**config.mk**
```make
export PLATFORM = sky130hd
export DESIGN_NAME = sram_1rw_req_ctrl
export DESIGN_NICKNAME = d
export VERILOG_FILES = /design/src/rtl/sram_ctrl_pkg.sv /design/src/rtl/sram_ctrl_rsp_fifo.sv /design/src/rtl/sram_1rw_req_ctrl.sv
export SDC_FILE = /design/constraint.sdc
export NUM_CORES = 1
export LEC_CHECK = 0
export BUFFER_PORTS_ARGS = -buffer_cell sky130_fd_sc_hd__buf_2
export CAP_MARGIN = 20
export CORE_AREA = 2 2 241 243
export DETAILED_ROUTE_END_ITERATION = 7
export DIE_AREA = 0 0 243 245
export SYNTH_ARGS = -nofsm -noshare
export SYNTH_HDL_FRONTEND = slang
export SYNTH_SLANG_ARGS = --single-unit
```
**constraint.sdc**
```tcl
create_clock -name clk -period 5.79 [get_ports clk]
set_input_delay 0.2895 -clock clk [delete_from_list [all_inputs] [get_ports clk]]
set_output_delay 0.2895 -clock clk [all_outputs]
set_load 0.02 [all_outputs]
```
**src/rtl/sram_ctrl_pkg.sv**
```systemverilog
// Shared constants for the 1rw SRAM request controller: FSM state codes and
// credit counter sizing.
package sram_ctrl_pkg;

  localparam logic [0:0] ST_INIT = 1'b0;
  localparam logic [0:0] ST_RUN  = 1'b1;

  // Width able to hold every value 0..depth of the response credit pool.
  function automatic int credit_width(input int depth);
    return $clog2(depth + 1);
  endfunction

endpackage

```
**src/rtl/sram_ctrl_rsp_fifo.sv**
```systemverilog
// Response FIFO for sram_1rw_req_ctrl; head_data reads as zero when empty.
module sram_ctrl_rsp_fifo
  import sram_ctrl_pkg::*;
#(
  parameter int BITS      = 96,
  parameter int RSP_DEPTH = 2,
  localparam int CW       = credit_width(RSP_DEPTH)
) (
  input  logic            clk,
  input  logic            rst,
  input  logic            push,
  input  logic [BITS-1:0] push_data,
  input  logic            pop,
  output logic [BITS-1:0] head_data,
  output logic [CW-1:0]   count
);

  localparam int PW = (RSP_DEPTH > 1) ? $clog2(RSP_DEPTH) : 1;
  localparam logic [PW-1:0] LAST_PTR = PW'(RSP_DEPTH - 1);
  localparam logic [CW-1:0] FULL_CNT = CW'(RSP_DEPTH);

  logic [BITS-1:0] r_mem [RSP_DEPTH];
  logic [PW-1:0]   r_wr_ptr;
  logic [PW-1:0]   r_rd_ptr;
  logic [CW-1:0]   r_count;
  logic            w_do_push;
  logic            w_do_pop;

  function automatic logic [PW-1:0] next_ptr(input logic [PW-1:0] ptr);
    return (ptr == LAST_PTR) ? {PW{1'b0}} : ptr + {{(PW-1){1'b0}}, 1'b1};
  endfunction

  // A push into a full FIFO is legal only when the head leaves in the same cycle.
  always_comb begin
    w_do_pop  = pop && (r_count != {CW{1'b0}});
    w_do_push = push && ((r_count != FULL_CNT) || w_do_pop);
  end

  // Pointer and occupancy bookkeeping.
  always_ff @(posedge clk) begin
    if (rst) begin
      r_wr_ptr <= {PW{1'b0}};
      r_rd_ptr <= {PW{1'b0}};
      r_count  <= {CW{1'b0}};
    end else begin
      if (w_do_push) r_wr_ptr <= next_ptr(r_wr_ptr);
      if (w_do_pop)  r_rd_ptr <= next_ptr(r_rd_ptr);
      case ({w_do_push, w_do_pop})
        2'b10:   r_count <= r_count + {{(CW-1){1'b0}}, 1'b1};
        2'b01:   r_count <= r_count - {{(CW-1){1'b0}}, 1'b1};
        default: r_count <= r_count;
      endcase
    end
  end

  // Data storage carries no reset; validity comes from r_count alone.
  always_ff @(posedge clk) begin
    if (w_do_push) r_mem[r_wr_ptr] <= push_data;
  end

  // Head presentation, forced to zero when nothing is stored.
  always_comb begin
    if (r_count == {CW{1'b0}}) head_data = {BITS{1'b0}};
    else                       head_data = r_mem[r_rd_ptr];
  end

  assign count = r_count;

endmodule

```
**src/rtl/sram_1rw_req_ctrl.sv**
```systemverilog
// Valid/ready request front-end for a 1rw SRAM macro with credit-protected read
// responses. Define SRAM_CTRL_INIT_EN to zero-fill the whole array after reset.
module sram_1rw_req_ctrl
  import sram_ctrl_pkg::*;
#(
  parameter int BITS       = 96,
  parameter int WORD_DEPTH = 4096,
  parameter int ADDR_WIDTH = 12,
  parameter int RSP_DEPTH  = 2
) (
  input  logic                  clk,
  input  logic                  rst,
  input  logic                  req_valid_in,
  output logic                  req_ready_out,
  input  logic [ADDR_WIDTH-1:0] req_addr_in,
  input  logic                  req_we_in,
  input  logic [BITS-1:0]       req_wd_in,
  input  logic [BITS-1:0]       req_w_mask_in,
  output logic                  rsp_valid_out,
  input  logic                  rsp_ready_in,
  output logic [BITS-1:0]       rsp_data_out,
  output logic                  sram_ce_out,
  output logic                  sram_we_out,
  output logic [ADDR_WIDTH-1:0] sram_addr_out,
  output logic [BITS-1:0]       sram_wd_out,
  output logic [BITS-1:0]       sram_w_mask_out,
  input  logic [BITS-1:0]       sram_rd_in,
  output logic                  busy_out
);

  localparam int CW = credit_width(RSP_DEPTH);
  localparam logic [CW-1:0] DEPTH_C = CW'(RSP_DEPTH);

  logic [0:0]            r_state;
  logic                  r_rd_inflight;
  logic [CW-1:0]         w_fifo_count;
  logic [CW-1:0]         w_used;
  logic [BITS-1:0]       w_head;
  logic                  w_accept;
  logic                  w_fifo_pop;
  logic                  w_init_active;
  logic [ADDR_WIDTH-1:0] w_init_addr;

`ifdef SRAM_CTRL_INIT_EN
  localparam logic [ADDR_WIDTH-1:0] LAST_ADDR = ADDR_WIDTH'(WORD_DEPTH - 1);
  logic [ADDR_WIDTH-1:0] r_init_addr;

  // Zero-fill sweep: one word per cycle, RUN follows the last address.
  always_ff @(posedge clk) begin
    if (rst) begin
      r_state     <= ST_INIT;
      r_init_addr <= {ADDR_WIDTH{1'b0}};
    end else if (r_state == ST_INIT) begin
      if (r_init_addr == LAST_ADDR) begin
        r_state     <= ST_RUN;
        r_init_addr <= {ADDR_WIDTH{1'b0}};
      end else begin
        r_state     <= ST_INIT;
        r_init_addr <= r_init_addr + {{(ADDR_WIDTH-1){1'b0}}, 1'b1};
      end
    end else begin
      r_state     <= r_state;
      r_init_addr <= r_init_addr;
    end
  end

  assign w_init_addr = r_init_addr;
  assign busy_out    = rst || (r_state == ST_INIT);
`else
  // Without the sweep the controller is always in RUN.
  always_ff @(posedge clk) begin
    r_state <= ST_RUN;
  end

  assign w_init_addr = {ADDR_WIDTH{1'b0}};
  assign busy_out    = 1'b0;
`endif

  // Reads need a free slot counting both queued data and the read at the macro.
  always_comb begin
    w_used        = w_fifo_count + CW'(r_rd_inflight);
    w_init_active = !rst && (r_state == ST_INIT);
    req_ready_out = !rst && (r_state == ST_RUN) && (req_we_in || (w_used < DEPTH_C));
    w_accept      = req_valid_in && req_ready_out;
  end

  // SRAM pins are driven to zero whenever no access is issued.
  always_comb begin
    sram_ce_out     = 1'b0;
    sram_we_out     = 1'b0;
    sram_addr_out   = {ADDR_WIDTH{1'b0}};
    sram_wd_out     = {BITS{1'b0}};
    sram_w_mask_out = {BITS{1'b0}};
    if (w_accept) begin
      sram_ce_out     = 1'b1;
      sram_we_out     = req_we_in;
      sram_addr_out   = req_addr_in;
      sram_wd_out     = req_wd_in;
      sram_w_mask_out = req_w_mask_in;
    end else if (w_init_active) begin
      sram_ce_out     = 1'b1;
      sram_we_out     = 1'b1;
      sram_addr_out   = w_init_addr;
      sram_wd_out     = {BITS{1'b0}};
      sram_w_mask_out = {BITS{1'b1}};
    end else begin
      sram_ce_out     = 1'b0;
    end
  end

  // Marks the cycle in which the macro presents read data.
  always_ff @(posedge clk) begin
    if (rst) r_rd_inflight <= 1'b0;
    else     r_rd_inflight <= w_accept && !req_we_in;
  end

  sram_ctrl_rsp_fifo #(
    .BITS      (BITS),
    .RSP_DEPTH (RSP_DEPTH)
  ) u_rsp_fifo (
    .clk       (clk),
    .rst       (rst),
    .push      (r_rd_inflight),
    .push_data (sram_rd_in),
    .pop       (w_fifo_pop),
    .head_data (w_head),
    .count     (w_fifo_count)
  );

  // Response side is held quiet during reset.
  always_comb begin
    rsp_valid_out = !rst && (w_fifo_count != {CW{1'b0}});
    w_fifo_pop    = rsp_valid_out && rsp_ready_in;
    if (rst) rsp_data_out = {BITS{1'b0}};
    else     rsp_data_out = w_head;
  end

endmodule
```
==> impl_table.tex <==
\begin{tabular}{lr}
\hline
Metric & Value \\
\hline
\multicolumn{2}{l}{\textbf{Outcome}} \\
\quad Run status & complete, no violations \\
\multicolumn{2}{l}{\textbf{Finish}} \\
\quad Utilization after layout & around a quarter \\
\quad Growth of design area from synthesis to finish & 51.3\% \\
\quad Fill count & a little over 6,000 \\
\quad Layout cells sized above 1 & between 40\% and 50\% \\
\quad Number of nets in the finished design & 1,612 \\
\quad Leading cell types in the layout, fill and taps excluded & buf\_2 (608), and3\_1 (204), edfxtp\_1 (192) \\
\quad Most common library cell in the layout ignoring fill and taps & buf\_2 \\
\multicolumn{2}{l}{\textbf{Placement}} \\
\quad Input/output buffers & 608 \\
\quad Placer's final routability congestion estimate & between 1 and 1.5 \\
\quad Detail Placement HPWL & roughly 39 mm \\
\multicolumn{2}{l}{\textbf{Die}} \\
\quad Area of the placeable core & around 0.057 mm2 \\
\quad Count of boundary I/O pins & between 600 and 700 \\
\quad Die W & roughly 240 um \\
\quad Count of standard-cell rows & $\sim$90 \\
\quad Starting density of the core & 16.1\% \\
\quad Vert. Die Dim & $\sim$250 um \\
\quad Die Area & about 0.060 mm2 \\
\multicolumn{2}{l}{\textbf{GRT}} \\
\quad Total global-route track usage & approximately 15\% \\
\quad Antenna violations before repair & 25 \\
\quad First-pass GRT wire length & between 60 and 70 mm \\
\quad Largest net degree at the start of global routing & between 100 and 150 \\
\quad Number of global-route vias before repair & between 8,000 and 9,000 \\
\quad Remaining Overflow, GRT & 0 \\
\multicolumn{2}{l}{\textbf{Clock tree}} \\
\quad Clock buffer count from CTS & 17 \\
\quad Post-CTS resize count & 0 \\
\quad Buffers inserted by post-CTS timing repair & 0 \\
\quad \# hold bufs at CTS & 45 \\
\quad CTS H-tree lvls & 4 \\
\quad Number of sinks handled by clock tree synthesis & between 150 and 200 \\
\quad TritonCTS clock tree & built \\
\quad Longest Clk Path Bufs & 2 \\
\quad Buffer type at the clock tree root & clkbuf\_16 \\
\quad Clock latency on the worst-skew pair & 0.46 ns \\
\quad Clock transition at path regs & around 0.080 ns \\
\multicolumn{2}{l}{\textbf{Yosys}} \\
\quad Synthesized instance count & 694 \\
\quad Synthesized netlist net count & 1,000 \\
\quad Avg Synthesized Cell Area & 13.2 um2 \\
\quad Register bit count reported by yosys & between 150 and 200 \\
\quad Sequential element share of the synthesized area & $\sim$64\% \\
\quad Number of unique standard cell types used by synthesis & 32 \\
\quad Number of warnings printed during yosys synthesis & 0 \\
\quad Total standard cell area after synthesis & between 0.009 and 0.01 mm2 \\
\multicolumn{2}{l}{\textbf{Worst setup path}} \\
\quad Nature of the critical path endpoint & output pin \\
\quad Depth of the worst register-to-register path & 7 \\
\quad Critical path startpoint category & flop \\
\quad Setup CP Type & flop to output pin \\
\quad Arrival @ worst endpoint & 2.86 ns \\
\quad R2r setup slk & around 2.8 ns \\
\quad Critical R2R Launch & u\_rsp\_fifo.count[0] \\
\quad Data required time of the critical path & around 5.5 ns \\
\quad Highest fanout seen on the critical path & 115 \\
\quad Worst reg2reg endpoint & u\_rsp\_fifo.count[1] \\
\multicolumn{2}{l}{\textbf{Job}} \\
\quad Count of max-cap constraint violations & 0 \\
\multicolumn{2}{l}{\textbf{Timing}} \\
\quad Final-report setup violation count & 0 \\
\quad Peak Freq & about 0.32 GHz \\
\quad Unrepaired setup endpoints after global routing & no \\
\quad Worst slew pin tran & between 1 and 1.5 ns \\
\quad Period Utilization, post-route & roughly 54\% \\
\quad Final Skew & 0.0248 ns \\
\quad Relative slew slack & 27.2\% \\
\quad Crit path time final & roughly 3.2 ns \\
\quad Setup TNS & 0 ns \\
\quad Hold Fails Final Rpt & 0 \\
\quad Pins Over Slew Limit & 0 \\
\multicolumn{2}{l}{\textbf{Min path}} \\
\quad Min-Delay Path Class & primary input to flop \\
\quad Hold path depth & 1 \\
\quad Worst-case hold path end point & u\_rsp\_fifo.r\_mem[1][9] \\
\quad Startpoint of the worst hold path & sram\_rd\_in[9] \\
\multicolumn{2}{l}{\textbf{Detailed routing}} \\
\quad DR vias & 8,257 \\
\quad Post-DR wirelength/cell & approximately 23 um \\
\quad Drt first pass iters & 5 \\
\quad Detail Route Antenna Nets & 0 \\
\quad Via/cell ratio & slightly below 4 \\
\quad DRC violations left & 0 \\
\quad DRT iter0 DRCs & $\sim$520 \\
\quad Aggregate routed wire length & $\sim$48 mm \\
\multicolumn{2}{l}{\textbf{Power and ir drop}} \\
\quad Static leakage power & about 6.7 nW \\
\quad Cell Pwr Density & 246 mW/mm2 \\
\quad VDD IR-drop max & 0.267 mV \\
\hline
\end{tabular}
[how the worst max path moves through the flow]
stage,start,endpoint,slack (ns)
CTS,u_rsp_fifo.count[1],sram_wd_out[10],2.61
global placement,u_rsp_fifo.count[0],u_rsp_fifo.count[1],2.74
floorplan,u_rsp_fifo.count[0],u_rsp_fifo.r_mem[0][0],0.50
global route,u_rsp_fifo.count[1],sram_wd_out[10],2.47
detailed placement,u_rsp_fifo.count[0],u_rsp_fifo.count[1],2.80
finish,u_rsp_fifo.count[1],sram_wd_out[10],2.64
[cell families after synthesis]
| group | after synthesis | synth area share, % |
|---|---|---|
| and+or+nand+nor | 316 | 18.9 |
| DFF | 198 | 64.1 |
| muxes | 99 | 10.8 |
| buffers and inverters | 71 | 5.13 |
| AOI/OAI and AO/OA | 6 | 0.641 |
| xor gates and xnor gates | 2 | 0.191 |
| adders and majority gates | 1 | 0.136 |
| other | 1 | 0.0409 |
[layout make-up]
cell class,count,area [um2],share of cell area [%]
multi-input combinational,425,2850,20.5
tap,765,957,6.89
clock buffer,18,429,3.09
antenna,5,12.5,0.0901
clock inverter,14,170,1.23
timing repair buffer,662,3570,25.7
sequential,198,5890,42.4
inverter,2,7.51,0.0541
[sequential cells by signal (all words and copies together), names as in the netlist, named ones only]
name	flops
u_rsp_fifo.r_wr_ptr	1
u_rsp_fifo.count	2
u_rsp_fifo.r_mem	192
r_rd_inflight	1
u_rsp_fifo.r_rd_ptr	1
[worst max-delay path: stages (launching register included)]
cell	delay (ns)
dfxtp_1	0.44
and3b_1	0.25
o21bai_4	0.37
buf_4	0.72
and3_1	0.36
buf_2	0.20
[power breakdown]
group	total (mW)	internal [mW]	leakage [nW]	switching (mW)
sequential	1.63	1.60	1.79	0.0244
clock	1.19	0.586	0.290	0.603
combinational	0.591	0.234	4.64	0.357
total	3.41	2.42	6.72	0.984
[layer usage]
layer / up-vias / part of all wire, % / global-route usage, %
met2: 438 / 50 / 26.9
li1: 3778 / - / -
met3: 81 / 8.4 / 5.31
met1: 3938 / 37 / 16.5
met5: - / 0.28 / 0
met4: 22 / 3.9 / 6.19
[through the flow]
step	cell area (um2)	hold slack, ns	cells	setup WS (ns)	power, mW
3_5_place_dp	12800	0.462	2007	2.80	2.23
4_1_cts	13900	0.000401	2084	2.61	3.46
5_1_grt	13900	0.0119	2085	2.47	3.53
2_1_floorplan	9180	0.359	694	0.501	1.95
3_3_place_gp	12800	0.440	2007	2.74	2.23
6_report	13900	0.0294	2089	2.64	3.41
[cell usage after synthesis]
cell type    n  share of area (%)
mux2_2       1               0.12
xnor2_1      1              0.095
buf_2       18               0.98
buf_12       1               0.22
nor2b_1      4               0.27
or3_1        1              0.068
buf_4        1              0.082
edfxtp_1   192                 63
buf_6        6               0.74
clkbuf_2     3               0.16
nor4b_1      1              0.095
nor2_1      99                4.0
and3_1     204                 14
o21ai_0      1              0.054
and2_1       4               0.27
and3b_1      1              0.095
clkbuf_1    30                1.2
a21oi_1      1              0.054
inv_1        1              0.041
conb_1       1              0.041
mux2i_1     98                 11
or2b_1       1              0.082
ha_1         1               0.14
buf_8       10                1.6
dfxtp_1      6                1.3
nand2b_1     1              0.068
xor2_1       1              0.095
o21a_1       1              0.082
inv_2        1              0.041
o21bai_2     1               0.12
o21bai_4     1               0.20
a21boi_2     1               0.12
Power figures use the tool's default switching activity.
